**src/rtl/mult_seq_ctrl.sv**
```systemverilog
// 6502 bus-mapped controller around an 8x8 unsigned shift-add multiplier.
// Define MULTSEQ_IRQ_EN to build the registered active-low interrupt output.
module mult_seq_ctrl #(
  parameter int unsigned WIDTH      = 8,
  parameter bit          AUTO_START = 1'b0
) (
  input  logic       clk_i,
  input  logic       rst_i,
  input  logic       ce_i,
  input  logic       rwb_i,
  input  logic [2:0] addr_i,
  input  logic [7:0] din_i,
  output logic [7:0] dout_o,
  output logic       dout_oe_o,
  output logic       irqb_o
);

  localparam int unsigned CntW = $clog2(WIDTH + 1);

  typedef enum logic [0:0] {StIdle, StRun} state_e;

  state_e                 state_q, state_d;
  logic [WIDTH-1:0]       a_q, a_d, b_q, b_d;
  logic [WIDTH-1:0]       mcand_q, mcand_d, mplier_q, mplier_d;
  logic [2*WIDTH-1:0]     acc_q, acc_d, prod_q, prod_d, acc_sum;
  logic [CntW-1:0]        cnt_q, cnt_d;
  logic                   done_q, done_d, err_q, err_d;
  logic                   irq_en;

  logic wr, rd, a_wr, b_wr, ctrl_wr, stat_rd, start_req;
  logic busy, last, launch, finish;

  assign wr        = ce_i & ~rwb_i;
  assign rd        = ce_i & rwb_i;
  assign a_wr      = wr && (addr_i == 3'd0);
  assign b_wr      = wr && (addr_i == 3'd1);
  assign ctrl_wr   = wr && (addr_i == 3'd2);
  assign stat_rd   = rd && (addr_i == 3'd2);
  assign start_req = (ctrl_wr & din_i[0]) | (AUTO_START & b_wr);

  // State register
  always_ff @(posedge clk_i or posedge rst_i) begin
    if (rst_i) begin
      state_q <= StIdle;
    end else begin
      state_q <= state_d;
    end
  end

  // Next-state logic
  always_comb begin
    state_d = state_q;
    unique case (state_q)
      StIdle:  if (start_req) state_d = StRun;
      StRun:   if (last) state_d = StIdle;
      default: state_d = StIdle;
    endcase
  end

  // FSM outputs
  always_comb begin
    busy   = (state_q == StRun);
    last   = (cnt_q == CntW'(WIDTH - 1));
    launch = (state_q == StIdle) && start_req;
    finish = busy && last;
  end

  assign acc_sum = acc_q + (mplier_q[0] ? ({{WIDTH{1'b0}}, mcand_q} << cnt_q) : '0);

  always_comb begin
    a_d      = a_wr ? din_i : a_q;
    b_d      = b_wr ? din_i : b_q;
    mcand_d  = mcand_q;
    mplier_d = mplier_q;
    acc_d    = acc_q;
    cnt_d    = cnt_q;
    prod_d   = prod_q;
    if (launch) begin
      // An auto-start B write must multiply by the value being written.
      mcand_d  = a_q;
      mplier_d = b_wr ? din_i : b_q;
      acc_d    = '0;
      cnt_d    = '0;
    end else if (busy) begin
      acc_d    = acc_sum;
      mplier_d = mplier_q >> 1;
      cnt_d    = cnt_q + CntW'(1);
      if (finish) prod_d = acc_sum;
    end

    done_d = done_q;
    if (launch || stat_rd) done_d = 1'b0;
    if (finish) done_d = 1'b1;

    err_d = err_q;
    if (ctrl_wr && din_i[7]) err_d = 1'b0;
    if (start_req && busy) err_d = 1'b1;
  end

  always_ff @(posedge clk_i or posedge rst_i) begin
    if (rst_i) begin
      a_q      <= '0;
      b_q      <= '0;
      mcand_q  <= '0;
      mplier_q <= '0;
      acc_q    <= '0;
      cnt_q    <= '0;
      prod_q   <= '0;
      done_q   <= 1'b0;
      err_q    <= 1'b0;
    end else begin
      a_q      <= a_d;
      b_q      <= b_d;
      mcand_q  <= mcand_d;
      mplier_q <= mplier_d;
      acc_q    <= acc_d;
      cnt_q    <= cnt_d;
      prod_q   <= prod_d;
      done_q   <= done_d;
      err_q    <= err_d;
    end
  end

`ifdef MULTSEQ_IRQ_EN
  logic irq_en_q, irqb_q;

  // irqb lags DONE by one edge, so it releases the edge after the clearing read.
  always_ff @(posedge clk_i or posedge rst_i) begin
    if (rst_i) begin
      irq_en_q <= 1'b0;
      irqb_q   <= 1'b1;
    end else begin
      if (ctrl_wr) irq_en_q <= din_i[1];
      irqb_q <= ~(done_q & irq_en_q);
    end
  end

  assign irq_en = irq_en_q;
  assign irqb_o = irqb_q;
`else
  assign irq_en = 1'b0;
  assign irqb_o = 1'b1;
`endif

  always_comb begin
    dout_oe_o = rd;
    unique case (addr_i)
      3'd0:    dout_o = a_q;
      3'd1:    dout_o = b_q;
      3'd2:    dout_o = {4'b0000, irq_en, err_q, done_q, busy};
      3'd3:    dout_o = prod_q[7:0];
      3'd4:    dout_o = prod_q[15:8];
      default: dout_o = 8'h00;
    endcase
  end

endmodule
```
**config.mk**
```make
export PLATFORM = sky130hd
export DESIGN_NAME = mult_seq_ctrl
export DESIGN_NICKNAME = d
export VERILOG_FILES = /design/src/rtl/mult_seq_ctrl.sv
export SDC_FILE = /design/constraint.sdc
export NUM_CORES = 1
export LEC_CHECK = 0
export CAP_MARGIN = 10
export CORE_MARGIN = 3
export CORE_UTILIZATION = 61
export CTS_CLUSTER_SIZE = 40
export DETAILED_ROUTE_END_ITERATION = 8
export PLACE_DENSITY_LB_ADDON = 0.12
export SYNTH_ARGS = -nofsm -noshare
export SYNTH_HDL_FRONTEND = slang
export SYNTH_SLANG_ARGS = --single-unit
```
**constraint.sdc**
```tcl
create_clock -name clk_i -period 6.4 [get_ports clk_i]
set_clock_uncertainty 0.15 [all_clocks]
set_input_delay 1.6 -clock clk_i [delete_from_list [all_inputs] [get_ports clk_i]]
set_output_delay 1.6 -clock clk_i [all_outputs]
set_load 0.01 [all_outputs]
```
==> impl_metrics.tcl, run 1 <==
set metrics [dict create \
    grt_pass1_vias 3274 \
    yosysWarnings 0 \
    core-area_um2 6530 \
    run_status "completed" \
    rsz0062_at_grt "false" \
    hold_viol_final 0 \
    reg2reg_depth 12 \
    synth_nets 493 \
    ys_types 53 \
    synth_cells 461 \
    avgSynthCellArea_um2 9.17 \
    cp.required_ps 4650 \
    setup_violations 0 \
    drive_gt1_share_pct 12.0 \
    grt_overflow 0 \
    fin_crit_ps 5510 \
    setup_ws_ps 890 \
    io_pins 25 \
    cts_tree "done" \
    area_growth_syn_to_layout_pct 10.2 \
    hold_buffers 0 \
    start_kind "primary input" \
    via_per_inst 6.12 \
    r2r_slack_ps 2460 \
    crit_type "primary input to output pin" \
    die_h_um 89.2 \
    antenna_left 0 \
    cts_sinks 71 \
    path_cells "clkdlybuf4s50_1, nor2b_1, a21oi_1, o21ai_0, clkdlybuf4s50_1" \
    grt_max_degree 48 \
    cts_buffers 9 \
    clockBufferDepth 2 \
    drt_wl_total_mm 9.72 \
    grt_pass1_wl_mm 15.8 \
    wl_per_cell_um 17.4 \
    netlist_area_um2 4230 \
    post-dp-hpwl_mm 7.14 \
    holdPathStages 2 \
    min_path_type "flip-flop to flip-flop" \
    ir_drop_mv 0.220 \
    p_per_area_nw_per_um2 356 \
    fin_util_pct 71.3 \
    synth_seq_area_share_pct 42.0 \
    clkTransAtPathRegs_ps 80 \
    ys_seq_elements 71 \
    cpMostUsedCell "clkdlybuf4s50_1" \
    max_slew_margin_pct 28.1 \
    cap_violations 0 \
    postCtsSetupBuffers 0 \
    antenna_found_initial 0 \
    critPathMaxFanout 15 \
    slowest_stage "clkdlybuf4s50_1" \
    drc 0 \
    clk_latency_ps 350 \
    fmax_mhz 181 \
    via_count 3419 \
    r2r-end "prod_q[14]$_DFFE_PP0P_" \
    worst_pin_slew_ps 1070 \
    nets 509 \
    place.gp.congestion 0.955 \
    critPathMaxStageDelay_ps 740 \
    critPathCaptureType "output pin" \
    rows 29 \
    dr.pass1.iters 5 \
    numPortBuffers 23 \
    cts_resized 0 \
    place_ws_ps 920 \
    worstHoldEndpoint "mplier_q[4]$_DFFE_PP0P_" \
    antenna_cells 0 \
    r2r-start "cnt_q[1]$_DFFE_PP0P_" \
    dr.first_iter.drc_count 208 \
    finalCritPeriodShare_pct 86.1 \
    root_buffer "clkbuf_8" \
    slew_viol_final 0 \
    grt_use_total_pct 26.1 \
    critPathArrivalTime_ps 3760 \
    synth-edff-count 0 \
    min_from "mplier_q[5]$_DFFE_PP0P_" \
    die-area_um2 7960 \
    leakagePower_nw 1.99 \
    setup_tns_ps 0 \
    async_flop_share_pct 100 \
    die_x_um 89.2 \
    start_util_pct 64.7 \
    htreeDepth 3 \
    yosys_most_used_dff "dfrtp_1" \
]
-- kinds of logic after synthesis --
family,Yosys count,share of synthesized area [%]
AND/OR/NAND/NOR,168,18.1
AO/OA/AOI/OAI,113,16.2
flip-flops,71,42.0
multiplexers,45,12.3
buffers and inverters,32,3.17
adder cells (fa/ha/maj),17,5.21
XOR/XNOR,14,2.90
other,1,0.0887
-- worst max-delay path: cells and delay by family --
family / cells / cell delay (ps)
compound gates: 2 / 310
simple gates: 1 / 530
buf+inv: 2 / 1310
-- cell usage after synthesis (2+ instances only) --
cell,number,area (µm²)
nand2_1,91,342
dfrtp_1,71,1780
o21ai_0,46,230
mux2_2,25,282
nor2_1,25,93.8
a21oi_1,20,100
mux2i_1,17,170
ha_1,16,200
clkbuf_1,14,52.6
nor2b_1,13,81.3
o21ai_1,11,55.1
o22ai_1,11,68.8
and2_1,10,62.6
inv_1,10,37.5
xor2_1,10,87.6
nand3_1,9,45.0
nand2b_1,6,37.5
a22oi_1,5,37.5
nand3b_1,4,30.0
xnor2_1,4,35.0
buf_4,3,22.5
mux4_2,3,67.6
a21boi_0,2,15.0
buf_1,2,7.51
buf_2,2,10.0
nor3b_1,2,15.0
o211ai_1,2,15.0
o21a_1,2,15.0
-- metal layers --
metal | wire length [µm] | share of wire [%] | up-vias | GRT usage [%]
met5 | 0 | 0 | - | 0
met4 | 207 | 2.1 | 0 | 10.1
met3 | 398 | 4.1 | 17 | 3.96
met2 | 4490 | 46 | 96 | 40.5
met1 | 4620 | 48 | 1667 | 37.1
li1 | - | - | 1639 | -
-- flip-flops by register name, indices dropped and copies added, names as in the netlist --
signal,count
done_q,1
a_q,8
mcand_q,8
acc_q,16
mplier_q,8
err_q,1
busy,1
b_q,8
cnt_q,4
prod_q,16
-- how the worst max path moves through the flow --
| stage | start | endpoint | cells past startpoint |
|---|---|---|---|
| after floorplan | addr_i[0] | dout_o[3] | 4 |
| after global placement | addr_i[0] | dout_o[6] | 5 |
| after detailed placement | addr_i[0] | dout_o[5] | 5 |
| after CTS | addr_i[0] | dout_o[1] | 5 |
| after global routing | addr_i[0] | dout_o[6] | 5 |
| final | addr_i[0] | dout_o[4] | 5 |
-- metrics by stage --
stage          instances  hold WS [ps]  power (W)  cell area [µm²]
2_1_floorplan        461           293    0.00114             4230
3_3_place_gp         543           319    0.00131             4480
3_5_place_dp         543           326    0.00133             4480
4_1_cts              559           346    0.00166             4660
5_1_grt              559           369    0.00177             4660
6_report             559           343    0.00166             4660
-- cell type report --
type	count	area [µm²]
Multi-Input combinational cell	358	2320
Inverter	11	41.3
Clock inverter	7	48.8
Timing Repair Buffer	26	253
Sequential cell	71	1780
Fill cell	516	1880
Clock buffer	9	124
Tap cell	77	96.3
-- cells in the final DEF (no fill, tap or decap), types with 3 or more instances in the layout --
master           instances
inv_1                    9
nand3b_1                 4
dfrtp_1                 71
buf_4                    3
clkinvlp_4               4
mux2i_1                 17
a22oi_1                  5
nand2_1                 91
nor2b_1                 13
mux2_2                  25
ha_1                    16
mux4_2                   3
clkdlybuf4s50_1         23
o22ai_1                 11
nand2b_1                 6
a21oi_1                 20
nor2_1                  25
xnor2_1                  4
and2_1                  10
nand3_1                  9
o21ai_0                 46
xor2_1                  10
clkbuf_8                 9
o21ai_1                 11
-- power breakdown --
group | total, W | leakage [nW] | internal, W | switching, W
registers | 0.000731 | 0.936 | 0.000585 | 0.000146
clock network | 0.000327 | 0.0776 | 0.000140 | 0.000186
logic | 0.000601 | 0.981 | 0.000256 | 0.000345
total | 0.00166 | 1.99 | 0.000982 | 0.000677
(Power assumes the default switching activity.)
==> run 2, diff against run 1 <==
HOLD_SLACK_MARGIN = 0.1   (was default)
==> results of run 2 <==
No change in the layout: final DEF, timing and power equal those of run 1.
==> run 3, diff against run 2 <==
SKIP_CTS_REPAIR_TIMING = 1   (was default)
==> results of run 3 <==
No change in the layout: final DEF, timing and power equal those of run 1.
